### src/rtl/mem_sched_pkg.sv
// Shared types and widths for the IF/MEM single-port RAM access scheduler.
package mem_sched_pkg;
  localparam int ADDR_W = 8;
  localparam int DATA_W = 8;

  typedef enum logic [1:0] {
    ST_IDLE   = 2'd0,
    ST_ACCESS = 2'd1,
    ST_RESP   = 2'd2
  } state_t;
endpackage

### src/rtl/mem_sched_starve_ctr.sv
// Counts MEM grants that bypassed a waiting IF request; saturates at max.
module mem_sched_starve_ctr (
  input  logic       clk,
  input  logic       reset,
  input  logic       inc,
  input  logic       clr,
  input  logic [2:0] max,
  output logic [2:0] count,
  output logic       at_max
);
  always_ff @(posedge clk or negedge reset) begin
    if (!reset) begin
      count <= 3'd0;
    end else if (clr) begin
      count <= 3'd0;
    end else if (inc && (count < max)) begin
      count <= count + 3'd1;
    end
  end

  assign at_max = (count >= max);
endmodule

### src/rtl/mem_access_sched.sv
// Arbitrates IF fetches and MEM loads/stores onto one synchronous single-port RAM,
// with MEM priority bounded by a starvation limit for IF.
module mem_access_sched
  import mem_sched_pkg::*;
#(
  parameter int MEM_WAIT   = 1,
  parameter int STARVE_MAX = 3
) (
  input  logic              clk,
  input  logic              reset,
  input  logic              if_req,
  input  logic [ADDR_W-1:0] if_addr,
  output logic [DATA_W-1:0] if_rdata,
  output logic              if_ack,
  input  logic              mem_req,
  input  logic              mem_we,
  input  logic [ADDR_W-1:0] mem_addr,
  input  logic [DATA_W-1:0] mem_wdata,
  output logic [DATA_W-1:0] mem_rdata,
  output logic              mem_ack,
  output logic              ram_en,
  output logic              ram_we,
  output logic [ADDR_W-1:0] ram_addr,
  output logic [DATA_W-1:0] ram_wdata,
  input  logic [DATA_W-1:0] ram_rdata,
  output logic              granted_to_if,
  output logic              granted_to_mem,
  output logic              stall_if,
  output logic              stall_mem
);
  localparam logic [3:0] WAIT_LAST = 4'(MEM_WAIT - 1);
  localparam logic [2:0] STARVE_LIM = 3'(STARVE_MAX);

  state_t            state;
  logic [3:0]        wait_cnt;
  logic              lat_we;
  logic [DATA_W-1:0] if_rdata_reg;
  logic [DATA_W-1:0] mem_rdata_reg;
  logic [2:0]        starve_count;
  logic              starve_at_max;
  logic              grant_if;
  logic              grant_mem;

  assign grant_if  = (state == ST_IDLE) && if_req &&
                     (!mem_req || (starve_count == STARVE_LIM));
  assign grant_mem = (state == ST_IDLE) && mem_req && !grant_if;

  mem_sched_starve_ctr u_starve (
    .clk    (clk),
    .reset  (reset),
    .inc    (grant_mem && if_req && !starve_at_max),
    .clr    (grant_if),
    .max    (STARVE_LIM),
    .count  (starve_count),
    .at_max (starve_at_max)
  );

  always_ff @(posedge clk or negedge reset) begin
    if (!reset) begin
      state          <= ST_IDLE;
      wait_cnt       <= 4'd0;
      lat_we         <= 1'b0;
      granted_to_if  <= 1'b0;
      granted_to_mem <= 1'b0;
      ram_en         <= 1'b0;
      ram_we         <= 1'b0;
      ram_addr       <= '0;
      ram_wdata      <= '0;
      if_ack         <= 1'b0;
      mem_ack        <= 1'b0;
      if_rdata_reg   <= '0;
      mem_rdata_reg  <= '0;
    end else begin
      case (state)
        ST_IDLE: begin
          wait_cnt <= 4'd0;
          if (grant_if) begin
            granted_to_if <= 1'b1;
            lat_we        <= 1'b0;
            ram_en        <= 1'b1;
            ram_we        <= 1'b0;
            ram_addr      <= if_addr;
            ram_wdata     <= '0;
            state         <= ST_ACCESS;
          end else if (grant_mem) begin
            granted_to_mem <= 1'b1;
            lat_we         <= mem_we;
            ram_en         <= 1'b1;
            ram_we         <= mem_we;
            ram_addr       <= mem_addr;
            ram_wdata      <= mem_wdata;
            state          <= ST_ACCESS;
          end
        end
        ST_ACCESS: begin
          if (wait_cnt == WAIT_LAST) begin
            ram_en  <= 1'b0;
            ram_we  <= 1'b0;
            if_ack  <= granted_to_if;
            mem_ack <= granted_to_mem;
            state   <= ST_RESP;
          end else begin
            wait_cnt <= wait_cnt + 4'd1;
          end
        end
        ST_RESP: begin
          // RAM data only appears during RESP, so the held copy is taken as RESP ends.
          if (!lat_we && granted_to_if)  if_rdata_reg  <= ram_rdata;
          if (!lat_we && granted_to_mem) mem_rdata_reg <= ram_rdata;
          if_ack         <= 1'b0;
          mem_ack        <= 1'b0;
          granted_to_if  <= 1'b0;
          granted_to_mem <= 1'b0;
          wait_cnt       <= 4'd0;
          state          <= ST_IDLE;
        end
        default: state <= ST_IDLE;
      endcase
    end
  end

  assign if_rdata  = (if_ack && !lat_we) ? ram_rdata : if_rdata_reg;
  assign mem_rdata = (mem_ack && !lat_we) ? ram_rdata : mem_rdata_reg;
  assign stall_if  = if_req & ~if_ack;
  assign stall_mem = mem_req & ~mem_ack;
endmodule
### config.mk
export PLATFORM = sky130hd
export DESIGN_NAME = mem_access_sched
export DESIGN_NICKNAME = d
export VERILOG_FILES = /design/src/rtl/mem_sched_pkg.sv /design/src/rtl/mem_sched_starve_ctr.sv /design/src/rtl/mem_access_sched.sv
export SDC_FILE = /design/constraint.sdc
export NUM_CORES = 1
export LEC_CHECK = 0
export CAP_MARGIN = 15
export CORE_MARGIN = 2
export CORE_UTILIZATION = 47
export CTS_BUF_LIST = sky130_fd_sc_hd__clkbuf_4 sky130_fd_sc_hd__clkbuf_8
export DETAILED_ROUTE_END_ITERATION = 10
export HOLD_SLACK_MARGIN = 0.08
export PLACE_DENSITY = 0.82
export SKIP_LAST_GASP = 1
export SLEW_MARGIN = 15
export SYNTH_ARGS = -nofsm -noshare
export SYNTH_HDL_FRONTEND = slang
export SYNTH_SLANG_ARGS = --single-unit
### constraint.sdc
create_clock -name clk -period 2 [get_ports clk]
set_input_delay 0.4 -clock clk [delete_from_list [all_inputs] [get_ports clk]]
set_output_delay 0.4 -clock clk [all_outputs]
set_load 0.02 [all_outputs]
==> impl_metrics.py <==
metrics = {
    "routing": {
        "viasPerCell": 5.14,
        "via_count": 1742,
        "wl_per_cell_um": 14.9,
        "drtAntennaViolNets": 0,
        "initialDrtViolationCount": 64,
        "drt-total-wl_um": 5060,
        "drc": 0,
        "drt-pass1-iter-count": 4,
    },
    "cts": {
        "cts_made_buffers": 5,
        "clk_latency_ns": 0.29,
        "cts_buffer_depth": 2,
        "htreeDepth": 2,
        "tritoncts": "yes",
        "clk_pin_slew_ns": 0.08,
        "cts.sinks": 48,
        "cts_root_buffer": "clkbuf_8",
    },
    "placement": {
        "dp_hpwl_um": 3820,
        "dp_worst_setup_slack_ns": -0.0850,
        "port_buffers": 76,
        "gp_congestion": 0.777,
        "place_area_sq_mm": 0.00332,
        "placedCellCount": 330,
    },
    "synthesis": {
        "synth_flop_cell": "dfrtp_1",
        "synth_top_area_share_pct": 51.1,
        "synth-async-reset-ratio_pct": 100,
        "yosysTopAreaCell": "dfrtp_1",
        "synth_area_sq_mm": 0.00235,
        "synth_seq_area_share_pct": 51.1,
        "synthCells": 175,
        "yosysMostFrequentCell": "dfrtp_1",
        "synth_area_leaders": "dfrtp_1, mux2_2, a22o_2",
        "synth_nets": 216,
        "synth_edf_count": 0,
        "synth_cell_type_count": 36,
        "yosys_warnings": 0,
        "synth_common_cells": "dfrtp_1, mux2_2, a22o_2",
        "avgSynthCellArea_sq_um": 13.4,
        "synth_seq_cells": 48,
    },
    "status": {
        "outcome": "completed",
    },
    "power_and_ir_drop": {
        "p_per_area_mw_per_mm2": 1570,
        "p_leak_nw": 1.49,
        "finalPower_mw": 5.40,
        "irDropWorstVdd_uv": 825,
    },
    "timing": {
        "hold_viol": 0,
        "relSlewSlack_pct": 68.1,
        "max_freq_mhz": 519,
        "finalCriticalPeriod_ns": 1.93,
        "post-route-period-util_pct": 96.4,
        "worst_pin_slew_ns": 0.477,
        "fin_worst_skew_ns": 0.00771,
        "setup_violations": 0,
        "drv_slew": 0,
        "worst_slack_ns": 0.0729,
        "tns_ns": 0,
    },
    "worst_setup_path": {
        "path_class": "flop to primary output",
        "crit_path_start": "lat_we",
        "endpoint_kind": "primary output",
        "worst_setup_path_start_kind": "flop",
        "cp.arrival_ns": 1.53,
        "critical_path.max_fanout": 8,
        "timing.rr.start": "u_starve.count[0]",
        "cp.required_ns": 1.60,
    },
    "floorplanning": {
        "io_pins": 77,
        "rows": 25,
        "fp.dieArea_sq_mm": 0.00559,
        "die_h_um": 74.7,
        "die_w_um": 74.7,
        "core_area_sq_mm": 0.00479,
        "initial_core_util_pct": 49.2,
    },
    "grt": {
        "grt_pass1_wl_um": 8330,
        "overflow": 0,
        "track_usage_pct": 19.8,
        "grt_pass1_vias": 1819,
        "grt_max_degree": 23,
        "grt_antenna_before_repair": 0,
    },
    "worst_hold_path": {
        "hold_start": "mem_rdata_reg[2]",
        "hp-class": "flop to flop",
    },
    "cells_and_area": {
        "syn_to_final_growth_pct": 46.4,
        "final_area_sq_mm": 0.00344,
        "drive_gt1_share_pct": 34.6,
        "nFillCells": 343,
        "n_antenna_cell": 0,
        "fin_cells": 339,
        "multi_input_area_sq_mm": 0.00109,
        "nets": 313,
        "final-seq-area_sq_mm": 0.00120,
    },
    "run": {
        "cap_viol_max_count": 0,
    },
}
[metrics by stage]
step,util [%],hold WS (ns)
floorplan,-,0.104
global placement,69.4,0.374
detailed placement,69.4,0.388
CTS,71.4,0.495
global route,72.0,0.507
finish,72.0,0.492
[metal layers]
layer / part of all wire, % / wire [um] / track usage, % / vias up
met5: 0 / 0 / 0 / -
met4: 1.4 / 73 / 6.55 / 0
met3: 8.3 / 418 / 7.23 / 8
met2: 49 / 2490 / 32.8 / 66
met1: 41 / 2080 / 24.0 / 839
li1: - / - / - / 829
[cell families after synthesis]
family	count (synthesis)	share of synthesized area [%]
xor+xnor	1	0.372
compound gates	33	10.8
buf+inv	13	3.14
fa+ha+maj	4	2.13
simple gates	28	9.52
flops	48	51.1
mux	48	23.0
[power by group]
| group | total (mW) | internal (mW) | switching [mW] |
|---|---|---|---|
| logic | 3.07 | 1.69 | 1.38 |
| registers | 1.75 | 1.42 | 0.331 |
| clock network | 0.581 | 0.276 | 0.305 |
| total | 5.40 | 3.38 | 2.02 |
[cell type report]
type	count	share of cell area [%]
clock inverters	1	0.254
repair buffers	97	27.7
well taps	67	2.43
flip-flops and latches	48	34.9
clock buffers	6	2.40
multi-input cells	114	31.7
inverters	6	0.654
[worst max-delay path: stages, from the launching register on]
cell	delay, ns
dfrtp_1	0.37
nand2b_4	0.20
mux2_2	0.34
dlygate4sd2_1	0.32
[layout by cell type, fill, tap and decap left out, types with 5 or more instances in the layout]
| master | n |
|---|---|
| clkdlybuf4s50_1 | 57 |
| dfrtp_1 | 48 |
| mux2_2 | 47 |
| buf_4 | 17 |
| clkdlybuf4s15_1 | 15 |
| a22o_2 | 8 |
| a21oi_1 | 7 |
| inv_1 | 6 |
| clkbuf_8 | 6 |
| nor2_1 | 5 |
[repair_timing]
item | 4_1_cts | 5_1_grt
resized for setup | 21 | 16
endpoints found under the setup margin | 17 | 17
setup buffers | 0 | 1
gates cloned | 0 | 0
hold buffers | 1 | 0
hold endpoints to repair | 20 | 0
pin swaps | 0 | 0
[worst paths after layout]
| path | endpoint | slack [ns] | cells after the start |
|---|---|---|---|
| max | if_rdata[3] | 0.07 | 3 |
| min reg2reg | mem_rdata_reg[2] | 0.49 | 1 |
| max in group asynchronous | state[1] | 0.84 | 3 |
| max reg2reg | ram_addr[5] | 0.21 | 6 |
| min in group asynchronous | ram_wdata[5] | 0.59 | 2 |
| min | mem_rdata_reg[2] | 0.49 | 1 |
No activity file was read; power rests on OpenSTA's default activity.
